### src/rtl/dma_priority_resolver.sv
// N-channel DMA request arbiter: masks DREQ, raises HRQ, latches one winner on HLDA
// and holds it until svc_done. Rotating priority is built only with DMA_ROTATE_PRIORITY_EN.
module dma_priority_resolver #(
  parameter int NUM_CH = 4,
  parameter int CH_W   = $clog2(NUM_CH)
) (
  input  logic              CLK,
  input  logic              RESET,
  input  logic [NUM_CH-1:0] dreq,
  input  logic [NUM_CH-1:0] mask,
  input  logic              rot_mode,
  input  logic              hlda,
  input  logic              svc_done,
  output logic              hrq,
  output logic [NUM_CH-1:0] valid_dreq,
  output logic              validDACK,
  output logic [CH_W-1:0]   grant_ch,
  output logic [CH_W-1:0]   top_ch
);

  typedef enum logic [1:0] {IDLE, REQ, SVC} state_t;

  state_t            state_q, state_d;
  logic              hrq_q, hrq_d;
  logic              dack_q, dack_d;
  logic [NUM_CH-1:0] valid_q, valid_d;
  logic [CH_W-1:0]   grant_q, grant_d;
  logic [CH_W-1:0]   top_cur;
  logic [NUM_CH-1:0] pend;
  logic [CH_W-1:0]   win_ch;
  logic              win_found;
  int unsigned       scan_idx;
  logic [CH_W-1:0]   scan_ch;

  assign pend = dreq & ~mask;

  // Scan from top_cur upward with wrap; first pending channel wins.
  always_comb begin
    win_ch    = '0;
    win_found = 1'b0;
    scan_idx  = 0;
    scan_ch   = '0;
    for (int unsigned i = 0; i < NUM_CH; i++) begin
      scan_idx = int'(top_cur) + i;
      if (scan_idx >= NUM_CH) scan_idx = scan_idx - NUM_CH;
      scan_ch = CH_W'(scan_idx);
      if (!win_found && pend[scan_ch]) begin
        win_found = 1'b1;
        win_ch    = scan_ch;
      end
    end
  end

`ifdef DMA_ROTATE_PRIORITY_EN
  logic [CH_W-1:0] top_q, top_d;

  always_comb begin
    top_d = top_q;
    if (!rot_mode)
      top_d = '0;
    else if (state_q == SVC && svc_done)
      top_d = (grant_q == CH_W'(NUM_CH - 1)) ? '0 : grant_q + 1'b1;
  end

  always_ff @(posedge CLK) begin
    if (RESET) top_q <= '0;
    else       top_q <= top_d;
  end

  assign top_cur = top_q;
`else
  logic rot_mode_unused;
  assign rot_mode_unused = rot_mode;
  assign top_cur         = '0;
`endif

  always_comb begin
    state_d = state_q;
    hrq_d   = hrq_q;
    dack_d  = dack_q;
    valid_d = valid_q;
    grant_d = grant_q;
    case (state_q)
      IDLE: begin
        if (|pend && !hlda) begin
          state_d = REQ;
          hrq_d   = 1'b1;
        end
      end
      REQ: begin
        if (~|pend) begin
          state_d = IDLE;
          hrq_d   = 1'b0;
        end else if (hlda) begin
          state_d         = SVC;
          dack_d          = 1'b1;
          grant_d         = win_ch;
          valid_d         = '0;
          valid_d[win_ch] = 1'b1;
        end
      end
      SVC: begin
        if (svc_done) begin
          state_d = IDLE;
          hrq_d   = 1'b0;
          dack_d  = 1'b0;
          valid_d = '0;
          grant_d = '0;
        end
      end
      default: state_d = IDLE;
    endcase
  end

  always_ff @(posedge CLK) begin
    if (RESET) begin
      state_q <= IDLE;
      hrq_q   <= 1'b0;
      dack_q  <= 1'b0;
      valid_q <= '0;
      grant_q <= '0;
    end else begin
      state_q <= state_d;
      hrq_q   <= hrq_d;
      dack_q  <= dack_d;
      valid_q <= valid_d;
      grant_q <= grant_d;
    end
  end

  assign hrq        = hrq_q;
  assign validDACK  = dack_q;
  assign valid_dreq = valid_q;
  assign grant_ch   = grant_q;
  assign top_ch     = top_cur;

endmodule

### config.mk
export PLATFORM = sky130hd
export DESIGN_NAME = dma_priority_resolver
export DESIGN_NICKNAME = d
export VERILOG_FILES = /design/src/rtl/dma_priority_resolver.sv
export SDC_FILE = /design/constraint.sdc
export NUM_CORES = 1
export LEC_CHECK = 0
export ABC_CLOCK_PERIOD_IN_PS = 1600
export CAP_MARGIN = 40
export CORE_MARGIN = 5
export CORE_UTILIZATION = 39
export DETAILED_ROUTE_END_ITERATION = 6
export GPL_TIMING_DRIVEN = 1
export PLACE_DENSITY = 0.7
export SLEW_MARGIN = 5
export SYNTH_ARGS = -nofsm -noshare
export SYNTH_HDL_FRONTEND = slang
export SYNTH_SLANG_ARGS = --single-unit
### constraint.sdc
create_clock -name CLK -period 1.6 [get_ports CLK]
set_input_delay 0.16 -clock CLK [delete_from_list [all_inputs] [get_ports CLK]]
set_output_delay 0.16 -clock CLK [all_outputs]
set_load 0.02 [all_outputs]
==> key figures <==
Place
  • Worst slack, placed: -0.3736 ns
  • Port Buffer Count: 19
  • Post-detail-place hpwl: 1.343 mm
  • Placed cell area: 991.0 um^2
  • GP Congestion: 0.7920

Detailed routing
  • Metal1 wirelength: 736 um
  • TritonRoute pass-1 iters: 4
  • DR vias: 686
  • DR WL/cell: 12.81 um
  • Post-DR vias/cell: 5.119
  • Total wire length: 1.717 mm
  • Met3 wire len: 130 um
  • Post-DRT Antenna Nets: 0
  • Highest Signal Layer: met4
  • Starting DRT DRC Count: 4
  • DRC: 0
  • WL met2: 844 um

Die
  • Starting Density: 0.4254
  • Total I/O pin count: 23
  • Site Rows: 14
  • Core region area: 1559 um^2
  • DIE AREA: 2625 um^2
  • Die Y: 51.24 um
  • Die X: 51.24 um

Setup path
  • Crit Path Max Fanout: 2
  • Kind of end point of the critical path: register
  • Worst Path Required: 1.75 ns
  • CP arrival: 1.75 ns
  • Reg2Reg Depth: 5
  • Critical path class: input port to register
  • Startpoint Class: input port

Clocking
  • Clock transition at path regs: 0.07 ns
  • Cts bufs inserted: 3
  • H-tree levels: 1
  • Sink Count: 10
  • Worst skew pair latency: 0.26 ns
  • CTS max path bufs: 2
  • Hold Buf Count CTS: 0
  • CTS tree: built
  • Root Driver: clkbuf_4

Power
  • Leakage: 0.0004467 uW
  • Worst VDD drop: 0.0005144 V
  • Final Power: 801.0 uW
  • Pwr per Cell Area: 735.9 nW/um^2

Finish
  • Layout cells sized above 1: 0.3305
  • Final core occ: 0.6982
  • Post-route cell area: 1089 um^2
  • Synth-to-layout area growth: 64.15%
  • Layout Nets: 135
  • N_diodes: 0

Global route
  • Initial antenna violation count: 0
  • Largest net degree at the start of global routing: 7
  • GR Util All Layers: 0.1505
  • Global route overflow: 0
  • Vias in the first global route: 710
  • First-pass GRT wire length: 3.063 mm

Run status
  • Status: finished, violations left
  • Failing checks: negative setup slack

Timing
  • Fin Clk Skew: 0.005573 ns
  • RSZ-0062 raised after global routing: true
  • Max-slew violations: 0
  • Min Hold Slack: 0.4674 ns
  • Worst setup margin: -0.002594 ns
  • Fin crit share: 1.002
  • Final Hold Fails: 0
  • Crit path time final: 1.603 ns
  • Setup-failing EPs final: 1
  • Fmax: 0.6240 GHz

Logic synthesis
  • Mapped Cells: 77
  • Synth Register Bits: 10
  • Syn_area_per_cell: 8.612 um^2
  • Netlist Area Pre-Place: 663.1 um^2
  • Warnings, synthesis: 0
  • Sequential share of the synthesized area: 0.3019
  • Cell variety after synth: 30

Flow run
  • Max-cap violations: 0

Min path
  • Min-Delay Path Class: register to register
  • WHS Path Cells: 2
==> Yosys cell counts (all sizes together) <==
| master | n | area [um^2] |
|---|---|---|
| a2111oi | 1 | 27.53 |
| a211oi | 2 | 15.01 |
| a21o | 1 | 7.510 |
| a21oi | 6 | 33.78 |
| a41o | 2 | 20.02 |
| and2b | 2 | 15.01 |
| buf | 2 | 15.01 |
| clkbuf | 1 | 3.750 |
| conb | 1 | 3.750 |
| dfxtp | 10 | 200.2 |
| ha | 3 | 37.54 |
| inv | 4 | 15.01 |
| mux2 | 2 | 22.52 |
| mux2i | 2 | 20.02 |
| nand2 | 8 | 30.03 |
| nand2b | 9 | 56.30 |
| nand3 | 1 | 5.000 |
| nor2 | 3 | 11.26 |
| nor2b | 4 | 32.53 |
| nor3 | 4 | 20.02 |
| nor3b | 1 | 7.510 |
| o21ai | 2 | 10.00 |
| o32ai | 2 | 17.52 |
| o41a | 1 | 11.26 |
| o41ai | 1 | 8.760 |
| or2b | 1 | 7.510 |
| or3b | 1 | 8.760 |
==> state kept, by name, summed over array words and instances (netlist names) <==
signal and count:
state_q 2, valid_dreq 4, grant_ch 2, validDACK 1, hrq 1
==> repair_timing <==
| item | CTS | global route |
|---|---|---|
| resized for setup | 9 | 9 |
| pin swaps | 2 | 2 |
| setup buffers | 2 | 1 |
| setup endpoints to repair | 1 | 9 |
| gates cloned | 0 | 0 |
==> final timing paths <==
path,from,to,slack [ns]
worst max-delay path,mask[0],hrq$_SDFFE_PP0P_,-0.003
worst min-delay path,grant_ch[1]$_SDFFE_PP0P_,grant_ch[1]$_SDFFE_PP0P_,0.47
worst max register to register,state_q[1]$_SDFFE_PP0P_,hrq$_SDFFE_PP0P_,0.03
worst min register to register,grant_ch[1]$_SDFFE_PP0P_,grant_ch[1]$_SDFFE_PP0P_,0.47
==> area by class of cell <==
type | count | area [um^2]
multi-input cells | 61 | 479.2
fillers | 115 | 470.5
repair buffers | 39 | 335.3
flip-flops and latches | 10 | 202.7
clock buffers | 4 | 36.28
well taps | 16 | 20.02
inverters | 4 | 15.01
==> metal layers <==
| metal | global-route usage | vias up |
|---|---|---|
| met4 | 0.04367 | 0 |
| li1 | - | 350 |
| met1 | 0.1746 | 318 |
| met3 | 0.06977 | 2 |
| met5 | 0 | - |
| met2 | 0.2489 | 16 |
==> worst max-delay path, cell delays in order <==
cell	delay (ns)
clkdlybuf4s50_1	0.43
nand2b_1	0.19
a41o_1	0.28
a2111oi_4	0.37
mux2_4	0.32
==> power by group <==
part           leakage, uW  switching (uW)  internal [uW]
Clock            0.0000210            84.6            138
Combinational     0.000344             133            167
Sequential       0.0000820            10.6            268
==> per-stage QoR <==
stage,TNS (ns),cells
after floorplan,0,78
after global placement,-1.392,127
after detailed placement,-1.538,127
after CTS,0,133
after global routing,-0.1549,134
final,-0.002594,134
==> cell usage in the layout (no fill, tap or decap), drive strengths merged, types with 3 or more instances in the layout <==
master	n
ha	3
dlygate4sd2	6
dfxtp	10
a21oi	6
inv	4
nand2b	9
clkbuf	4
nor3	4
clkdlybuf4s50	12
buf	20
nand2	8
nor2	3
nor2b	4
==> logic make-up after synthesis <==
logic type	count (synthesis)	synth area share
AOI/OAI and AO/OA	18	0.2283
adders and majority gates	3	0.05661
buffers and inverters	7	0.05092
DFF	10	0.3019
muxes	4	0.06415
other	1	0.005655
and+or+nand+nor	34	0.2924
Note: power is estimated with default switching activity, not from simulation.
